### config.mk
export PLATFORM = sky130hd
export DESIGN_NAME = mux_display_scanner
export DESIGN_NICKNAME = d
export VERILOG_FILES = /design/src/rtl/mux_display_scanner.sv
export SDC_FILE = /design/constraint.sdc
export NUM_CORES = 1
export LEC_CHECK = 0
export CAP_MARGIN = 20
export CORE_MARGIN = 5
export CORE_UTILIZATION = 40
export CTS_CLUSTER_DIAMETER = 120
export DETAILED_ROUTE_END_ITERATION = 8
export GPL_TIMING_DRIVEN = 0
export PLACE_DENSITY = 0.58
export SLEW_MARGIN = 10
export SYNTH_ARGS = -nofsm -noshare
export SYNTH_HDL_FRONTEND = slang
export SYNTH_SLANG_ARGS = --single-unit
### constraint.sdc
create_clock -name i_clk -period 2 [get_ports i_clk]
set_input_delay 0.3 -clock i_clk [delete_from_list [all_inputs] [get_ports i_clk]]
set_output_delay 0.3 -clock i_clk [all_outputs]
set_load 0.02 [all_outputs]
### src/rtl/mux_display_scanner.sv
// Four-digit time-multiplexed display scanner: blank gap, then drive one anode per slot.
// Loads are buffered and committed only at frame boundaries so a frame never mixes words.
module mux_display_scanner #(
  parameter int unsigned CLK_DIV      = 50000,
  parameter int unsigned BLANK_CYCLES = 500
) (
  input  logic        i_clk,
  input  logic        i_rst,
  input  logic [15:0] i_value,
  input  logic        i_load,
  input  logic [3:0]  i_digit_en,
  output logic [3:0]  o_nibble,
  output logic [3:0]  o_anodes,
  output logic [1:0]  o_digit_idx,
  output logic        o_busy,
  output logic        o_load_ack
);

  typedef enum logic {BLANK, DRIVE} state_t;

  localparam logic [15:0] BlankLast = 16'(BLANK_CYCLES - 1);
  localparam logic [15:0] DriveLast = 16'(CLK_DIV - 1);

  state_t      state_q, state_d;
  logic [15:0] cnt_q, cnt_d;
  logic [1:0]  idx_q, idx_d;
  logic [15:0] disp_q, disp_d;
  logic [15:0] pend_q, pend_d;
  logic        pend_flag_q, pend_flag_d;
  logic        ack_q, ack_d;
  logic        boundary;

  always_ff @(posedge i_clk) begin
    if (i_rst) begin
      state_q     <= BLANK;
      cnt_q       <= '0;
      idx_q       <= '0;
      disp_q      <= '0;
      pend_q      <= '0;
      pend_flag_q <= 1'b0;
      ack_q       <= 1'b0;
    end else begin
      state_q     <= state_d;
      cnt_q       <= cnt_d;
      idx_q       <= idx_d;
      disp_q      <= disp_d;
      pend_q      <= pend_d;
      pend_flag_q <= pend_flag_d;
      ack_q       <= ack_d;
    end
  end

  always_comb begin
    state_d     = state_q;
    cnt_d       = cnt_q + 16'd1;
    idx_d       = idx_q;
    disp_d      = disp_q;
    pend_d      = pend_q;
    pend_flag_d = pend_flag_q;
    ack_d       = 1'b0;
    boundary    = 1'b0;

    case (state_q)
      BLANK: begin
        if (cnt_q == BlankLast) begin
          state_d = DRIVE;
          cnt_d   = '0;
        end
      end
      DRIVE: begin
        if (cnt_q == DriveLast) begin
          state_d  = BLANK;
          cnt_d    = '0;
          idx_d    = idx_q + 2'd1;
          boundary = (idx_q == 2'd3);
        end
      end
      default: state_d = BLANK;
    endcase

    // Commit uses the pre-cycle pending word; a same-cycle load re-arms the flag afterwards.
    if (boundary && pend_flag_q) begin
      disp_d      = pend_q;
      pend_flag_d = 1'b0;
      ack_d       = 1'b1;
    end
    if (i_load) begin
      pend_d      = i_value;
      pend_flag_d = 1'b1;
    end
  end

  assign o_nibble    = disp_q[{idx_q, 2'b00} +: 4];
  assign o_digit_idx = idx_q;
  assign o_anodes    = (state_q == DRIVE && i_digit_en[idx_q]) ? ~(4'b0001 << idx_q) : 4'b1111;
  assign o_busy      = pend_flag_q;
  assign o_load_ack  = ack_q;

endmodule

== After elaboration in Yosys (flattened, before gate mapping) ==
Index checks and enable logic that the tools add are counted.

* Register bits: 53
* Input bits: 23
* Output and inout port bits: 12
* Logic and storage cells: 35

* Add/sub/neg operators: 2
* Magnitude comparators: 1
* Eq/ne operators: 3
* Shift operators: 2
* Mux-type cells: 14
* Bitwise operators: 2
* Reductions and logical operators: 4

{| class="wikitable"
|+ Operators with widths
! kind !! count
|-
| two-way mux 16 bit || 2
|-
| case mux 16 bit (2 select lines) || 1
|-
| adder 16 x 1 -> 16 bit (second input constant) || 1
|-
| equality test 16 bit (second input constant) || 1
|-
| equality test 16 x 9 -> 1 bit (second input constant) || 1
|-
| variable part select 16 x 5 -> 4 bit || 1
|-
| two-way mux 1 bit || 8
|-
| two-way mux 4 bit || 1
|-
| NOT 4 bit || 1
|-
| << shifter 1 x 2 -> 4 bit (first input constant) || 1
|-
| less-than comparator 2 x 3 -> 1 bit (second input constant) || 1
|-
| adder 2 x 1 -> 2 bit (second input constant) || 1
|-
| binary-select mux 1 bit (select 2 bit) || 1
|-
| equality test 2 bit (second input constant) || 1
|-
| logical AND 1 bit || 2
|-
| case mux 1 bit (2 select lines) || 1
|-
| AND reduction 2 bit || 1
|-
| nonzero test 2 bit || 1
|-
| NOT 1 bit || 1
|}

== Longest topological paths before layout ==
Gate-level depths: netlist of run 1.

* Depth in word-level cells: 6
* Gate-level depth with buffers: 8
* Gate-level depth less buffers: 5

== Least setup slack after synthesis of run 1 ==
No wires, ideal clock.

* Path kind: register to output
* Start point: register idx_q[0], in the netlist o_digit_idx[0]
* End point: output o_anodes[0]
* Data arrival time: 1.587 ns
* Required time: 1.700 ns
* Slack: 0.113 ns
* Stages on the path, launching flop included: 5
* Buffers on the path: 1
* Cells stage by stage: dfxtp_1 -> buf_2 -> mux4_2 -> and2_1 -> nand2_1

* Cells in the longest elaborated chain, start to end: 4
* Elaborated cells on any way between the ends: 6
* Those cells by class: 1 x shift; 3 x mux; 1 x bitwise; 1 x reduce/logical

{| class="wikitable"
|+ Ends and longest elaborated chain
! item !! RTL line !! source
|-
| start, declared || 26 || <nowiki>logic [1:0] idx_q, idx_d;</nowiki>
|-
| start signal, assigned || 45 || <nowiki>idx_q <= idx_d;</nowiki>
|-
| binary-select mux 1 bit (select 2 bit) || 95 || <nowiki>assign o_anodes = (state_q == DRIVE && i_digit_en[idx_q]) ? ~(4'b0001 << idx_q) : 4'b1111;</nowiki>
|-
| two-way mux 1 bit (not written as such) || 95 ||
|-
| logical AND 1 bit || 95 ||
|-
| two-way mux 4 bit * || 95 ||
|-
| end, declared || 13 || <nowiki>output logic [3:0] o_anodes,</nowiki>
|}

Mark *: on every way between the ends. The rest lies on a longest branch, timed or not. The select of a mux whose other input is x is not followed.

== Worst setup path after layout of run 1 ==
* Start point: register idx_q[0], in the netlist o_digit_idx[0]
* End point: output o_anodes[2]

Same word-level chain as after synthesis.

==> flow_summary_export.csv, run 1 <==
group,metric,value,unit
logic_synthesis,netlist_area,2470,um^2
logic_synthesis,yosys.area_share.simple,24.4,%
finish,layout.cells.non_filler,358,
routing,vias,1762,
sta,fin_skew,0.0107,ns
routing,wl_per_cell,13.7,um
setup_path,path_class,"reg -> out",
placement,dp_hpwl,3600,um
setup_path,max_stage_delay,0.49,ns
setup_path,timing.reg2reg.setup_slack,0.20,ns
power,max-vdd-ir-drop,0.269,mV
outcome,status,"finished clean",
die,io_pins,35,
logic_synthesis,syn_inst,243,
cts,clock_sinks,53,
logic_synthesis,synth_compound_area_share,1.17,%
placement,dp.cells,350,
logic_synthesis,synth_mux_area_share,18.0,%
placement,place.gp.congestion,0.807,
global_routing,grt_max_degree,16,
logic_synthesis,syn_avg_cell_area,10.2,um^2
min_path,hp-class,"reg -> reg",
finish,antenna_cells,0,
logic_synthesis,synth_fp_nets,271,
logic_synthesis,synth_xor_area_share,5.32,%
routing,avgViaCountPerCell,4.92,
setup_path,cp-end-kind,"output port",
power,p_leak,1.10,nW
setup_path,worstPathCellList,"buf_12, mux4_2, and2_4, nand2_1, buf_6",
setup_path,required,1.70,ns
setup_path,reg2reg_from,"cnt_q[1]",
setup_path,reg2reg_to,"disp_q[11]",
routing,drt_iter0_drc,64,
cts,htree_levels,2,
sta,worstMarginPinSlew,0.560,ns
setup_path,start_kind,"flop",
min_path,min_to,"disp_q[15]",
setup_path,critPathSlowestCell,"mux4_2",
logic_synthesis,yosysUniqueCellTypes,32,
cts,clk_pin_slew,0.09,ns
cts,cts_tree,"built",
die,initial_core_util,41.4,%
global_routing,grt_pass1_wl,8460,um
min_path,hold_depth,2,
finish,fin_nets,311,
routing,remaining_drc_errors,0,
finish,final_cell_mix,"dfxtp_1, nor2_1, mux2i_1, nand2b_1, clkdlybuf4s50_1",
logic_synthesis,yosysWarnings,0,
finish,area_delta_synth_final,22.7,%
finish,drive_gt1_share,13.1,%
sta,period_share,97.6,%
min_path,min_from,"pend_q[15]",
logic_synthesis,ys_seq_area_share,43.0,%
setup_path,cp.buffers_inverters,2,
global_routing,grt_pass1_vias,1707,
run,maxCapViolations,0,
sta,fmax,512,MHz
global_routing,grt.overflow.total,0,
setup_path,cp.arrival,1.65,ns
cts,clockRootBuffer,"clkbuf_8",
routing,drtAntennaViolNets,0,
logic_synthesis,synth_fa_ha_area_share,2.54,%
finish,final_common_cell,"dfxtp_1",
placement,place_worst_setup_slack,-0.383,ns
die,dieArea,7840,um^2
setup_path,cp_top_family,"multiplexers",
power,powerDensity,613,nW/um^2
logic_synthesis,ys_ff_latch,53,
setup_path,critical_path_peak_fanout,7,
cts,numCtsBuffers,5,
sta,max_slew_margin,62.7,%
cts,clk_latency,0.30,ns
placement,portBuffers,32,
die,die_h,88.5,um
finish,fill_cells,583,
sta,rsz0062_at_grt,"true",
global_routing,grt_use_total,14.0,%
die,die_x,88.5,um
die,coreArea,5960,um^2
cts,cts_buffer_depth,2,
sta,fin_ws,0.0475,ns
sta,drv_slew,0,
sta,period_minus_slack,1.95,ns
sta,tns,0,ns
routing,firstDrtPassIters,4,
routing,drt_wl_total,4920,um
sta,setup_viol_count_final,0,
sta,hold_viol,0,
setup_path,rr_worst_depth,8,
global_routing,antenna_found_initial,0,
logic_synthesis,synth_top_family_by_area,"simple AND/OR/NAND/NOR gates",
die,placementRows,28,
sta,hold_ws,0.468,ns
registers in the layout, summed over array words and instances, names as in the netlist:
name	cells
o_busy	1
cnt_q	16
o_digit_idx	2
disp_q	16
o_load_ack	1
pend_q	16
state_q	1
layout make-up:
type,count,area (um^2),area share [%]
Buffer,17,136,4.51
Clock buffer,6,82.6,2.73
Clock inverter,1,7.51,0.248
Inverter,5,18.8,0.620
Multi-Input combinational cell,168,1290,42.7
Sequential cell,53,1070,35.2
Tap cell,75,93.8,3.10
Timing Repair Buffer,33,328,10.8
kinds of logic after synthesis:
family                     after synthesis
DFF                                     53
xor gates and xnor gates                15
buffers and inverters                   22
adders and majority gates                5
and+or+nand+nor                        106
muxes                                   38
AOI/OAI and AO/OA                        4
through the flow:
step / utilization (%) / cell area, um^2 / total power, W
final: 50.8 / 3030 / 0.00186
after global routing: 50.8 / 3030 / 0.00193
after CTS: 50.1 / 2980 / 0.00187
after detailed placement: 48.4 / 2880 / 0.00127
after global placement: 48.4 / 2880 / 0.00126
after floorplan: - / 2470 / 0.00120
layer usage:
metal  track usage [%]  vias to the layer above  routed length (um)
li1                  -                      905                   -
met1              20.2                      814                2480
met2              20.7                       37                2090
met3              2.33                        6                 263
met4              6.18                        0                  80
met5                 0                        -                   0
power breakdown:
part / leakage [nW] / internal, W / switching [W]
Combinational: 0.629 / 0.0000851 / 0.0000609
Clock: 0.0433 / 0.000274 / 0.000340
Sequential: 0.432 / 0.00108 / 0.0000168
Total: 1.10 / 0.00144 / 0.000418
repair_timing:
item	in CTS	in global routing
hold buffers	0	0
setup endpoints to repair	8	25
pin swaps	0	0
setup buffers	1	0
gates cloned	0	0
gates resized for setup	31	12
synth_stat cells:
| cell type | n | area, um^2 |
|---|---|---|
| nor4_4 | 1 | 21.3 |
| nor2_1 | 36 | 135 |
| and2_1 | 1 | 6.26 |
| a41o_1 | 1 | 10.0 |
| nor2b_1 | 1 | 6.26 |
| a21oi_1 | 1 | 5.00 |
| ha_1 | 5 | 62.6 |
| buf_4 | 1 | 7.51 |
| dfxtp_1 | 53 | 1060 |
| nand2_1 | 6 | 22.5 |
| and4_1 | 5 | 43.8 |
| buf_12 | 2 | 40.0 |
| nor3_1 | 2 | 10.0 |
| nor4b_4 | 1 | 23.8 |
| mux4_2 | 5 | 113 |
| and3_4 | 1 | 11.3 |
| mux2i_1 | 33 | 330 |
| or2_1 | 1 | 6.26 |
| nand4_1 | 6 | 37.5 |
| xnor2_1 | 9 | 78.8 |
| xor2_1 | 6 | 52.6 |
| and3_1 | 1 | 6.26 |
| nor4b_1 | 2 | 17.5 |
| buf_6 | 2 | 22.5 |
| o21ai_0 | 1 | 5.00 |
| clkbuf_1 | 8 | 30.0 |
| nand2b_1 | 32 | 200 |
| buf_2 | 4 | 20.0 |
| a311oi_1 | 1 | 8.76 |
| nor4_1 | 3 | 18.8 |
| nand3_1 | 7 | 35.0 |
| inv_1 | 5 | 18.8 |
worst max path at each step:
stage              startpoint     endpoint  slack [ns]  cells after the start
2_1_floorplan  o_digit_idx[0]  o_anodes[0]        0.11                      4
3_3_place_gp   o_digit_idx[0]  o_anodes[2]       -0.37                      5
3_5_place_dp   o_digit_idx[0]  o_anodes[2]       -0.38                      5
4_1_cts              cnt_q[0]    cnt_q[14]        0.01                      7
5_1_grt        o_digit_idx[0]  o_anodes[1]       -0.01                      5
6_report       o_digit_idx[0]  o_anodes[2]        0.05                      5
worst reg2reg max path: cells and delay by family, from the launching register on:
family	cells	cell delay (ns)
buffers and inverters	3	0.42
adder cells (fa/ha/maj)	1	0.18
flip-flops	1	0.42
AND/OR/NAND/NOR	3	0.54
multiplexers	1	0.18
Power figures use the tool's default switching activity.
==> run 2: changes to the inputs <==
HOLD_SLACK_MARGIN = 0.15   (was not set)
==> results of run 2 <==
Final layout, timing and power as in run 1 (identical DEF).
==> run 3: changes to the inputs <==
RECOVER_POWER = 50   (was not set)
REMOVE_ABC_BUFFERS = 1   (was not set)
==> flow_summary_export.csv, run 3 (same netlist as run 1, synthesis figures left out) <==
group,metric,value,unit
finish,stdcell_area,2930,um^2
setup_path,timing.reg2reg.setup_slack,0.18,ns
min_path,hp-class,"reg -> reg",
cts,clock_sinks,53,
cts,clk_pin_slew,0.09,ns
routing,drt_iter0_drc,42,
finish,area_delta_synth_final,18.9,%
routing,avgViaCountPerCell,4.80,
sta,fmax,513,MHz
power,p_leak,1.07,nW
routing,drt_wl_total,4500,um
die,placementRows,28,
routing,vias,1671,
setup_path,worstPathCellList,"clkdlybuf4s50_1, mux4_2, and2_1, nand2_1, buf_2",
setup_path,critical_path_peak_fanout,4,
global_routing,grt_pass1_wl,7200,um
global_routing,antenna_found_initial,0,
sta,fin_ws,0.0492,ns
setup_path,reg2reg_from,"cnt_q[0]",
global_routing,grt_max_degree,55,
placement,portBuffers,34,
sta,setup_viol_count_final,0,
placement,place_worst_setup_slack,-0.432,ns
cts,htree_levels,2,
power,max-vdd-ir-drop,0.367,mV
finish,top_regs,"cnt_q (16), disp_q (16), pend_q (16)",
placement,dp_hpwl,2980,um
finish,antenna_cells,0,
cts,clockRootBuffer,"clkbuf_8",
placement,dpl_cell_area,2780,um^2
die,io_pins,35,
die,die_h,88.5,um
sta,drv_slew,0,
cts,numCtsBuffers,5,
die,dieArea,7840,um^2
sta,fin_skew,0.00975,ns
setup_path,reg2reg_to,"disp_q[7]",
setup_path,critPathSlowestCell,"mux4_2",
outcome,status,"finished clean",
setup_path,path_class,"in -> out",
routing,remaining_drc_errors,0,
setup_path,required,1.70,ns
setup_path,rr_worst_depth,6,
min_path,min_to,"disp_q[12]",
sta,rsz0062_at_grt,"false",
sta,hold_viol,0,
placement,place.gp.congestion,0.746,
run,maxCapViolations,0,
cts,cts_buffer_depth,2,
die,die_x,88.5,um
finish,drive_gt1_share,11.4,%
setup_path,start_kind,"primary input",
finish,final_cell_mix,"dfxtp_1, nor2_1, mux2i_1, nand2b_1, clkdlybuf4s50_1",
finish,final_common_cell,"dfxtp_1",
routing,firstDrtPassIters,4,
global_routing,grt.overflow.total,0,
sta,worstMarginPinSlew,0.795,ns
setup_path,cp-end-kind,"output port",
power,powerDensity,674,nW/um^2
die,initial_core_util,41.4,%
global_routing,grt_use_total,11.9,%
cts,cts_tree,"built",
cts,clk_latency,0.30,ns
sta,period_share,97.5,%
die,coreArea,5960,um^2
setup_path,max_stage_delay,0.46,ns
sta,period_minus_slack,1.95,ns
setup_path,cp.arrival,1.65,ns
global_routing,grt_pass1_vias,1486,
routing,drtAntennaViolNets,0,
finish,fin_nets,300,
sta,hold_ws,0.471,ns
min_path,min_from,"pend_q[12]",
sta,max_slew_margin,47.0,%
min_path,hold_depth,2,
routing,wl_per_cell,12.9,um
## run 3: changes by cell type in the layout (fill, tap and decap cells not counted), moves of 2 or more
cell             before  now
buf_6                 6    0
clkbuf_1              7    0
clkbuf_2              0    2
clkdlybuf4s50_1      24   20
dlygate4sd3_1         0    5
nand2_1               4    6
nand2_2               2    0
## run 3: stage by stage
step | total power [W] | util, % | std cells | TNS, ns
final | 0.00198 | 49.3 | 348 | 0
after global routing | 0.00207 | 49.3 | 348 | 0
after CTS | 0.00201 | 48.6 | 345 | 0
after detailed placement | 0.00126 | 46.6 | 335 | -2.33
after global placement | 0.00126 | 46.7 | 335 | -23.55
after floorplan | 0.00118 | - | 226 | 0
## run 3: worst max path at each step
| stage | from | endpoint | slack (ns) | cells after the start |
|---|---|---|---|---|
| floorplan | o_digit_idx[0] | o_anodes[0] | 0.11 | 3 |
| global placement | i_rst | cnt_q[15] | -0.86 | 4 |
| detailed placement | o_digit_idx[0] | o_anodes[1] | -0.43 | 4 |
| CTS | o_digit_idx[0] | o_nibble[0] | 0.005 | 3 |
| global route | i_digit_en[2] | o_anodes[3] | 0.008 | 5 |
| finish | i_digit_en[3] | o_anodes[3] | 0.05 | 5 |
## run 3: power by group
part           switching [W]  internal, W
clock network       0.000341     0.000407
logic              0.0000549    0.0000787
registers          0.0000166      0.00108
total               0.000412      0.00156
## run 3: per-layer routing
metal  wire [um]  global-route usage [%]
met5           0                       0
met4          54                    4.53
met3         250                    2.79
met2        1910                    17.0
met1        2290                    17.3
## run 3: critical path: cells and delay by family
kind | cells | cell delay, ns
muxes | 1 | 0.46
buffers and inverters | 2 | 0.60
and+or+nand+nor | 2 | 0.29
## run 3: final cells by class
class,instances,area [um^2]
clock buffer,6,82.6
clock inverter,2,37.5
fill,587,3020
inverter,5,18.8
multi-input combinational,168,1270
sequential,53,1070
tap,75,93.8
timing repair buffer,39,367
## run 3: repair_timing
action,4_1_cts,5_1_grt
setup buffers,2,2
hold buffers,0,0
pin swaps,0,1
setup endpoints to repair,9,37
gates resized for setup,24,3
endpoints found under the hold margin,0,0
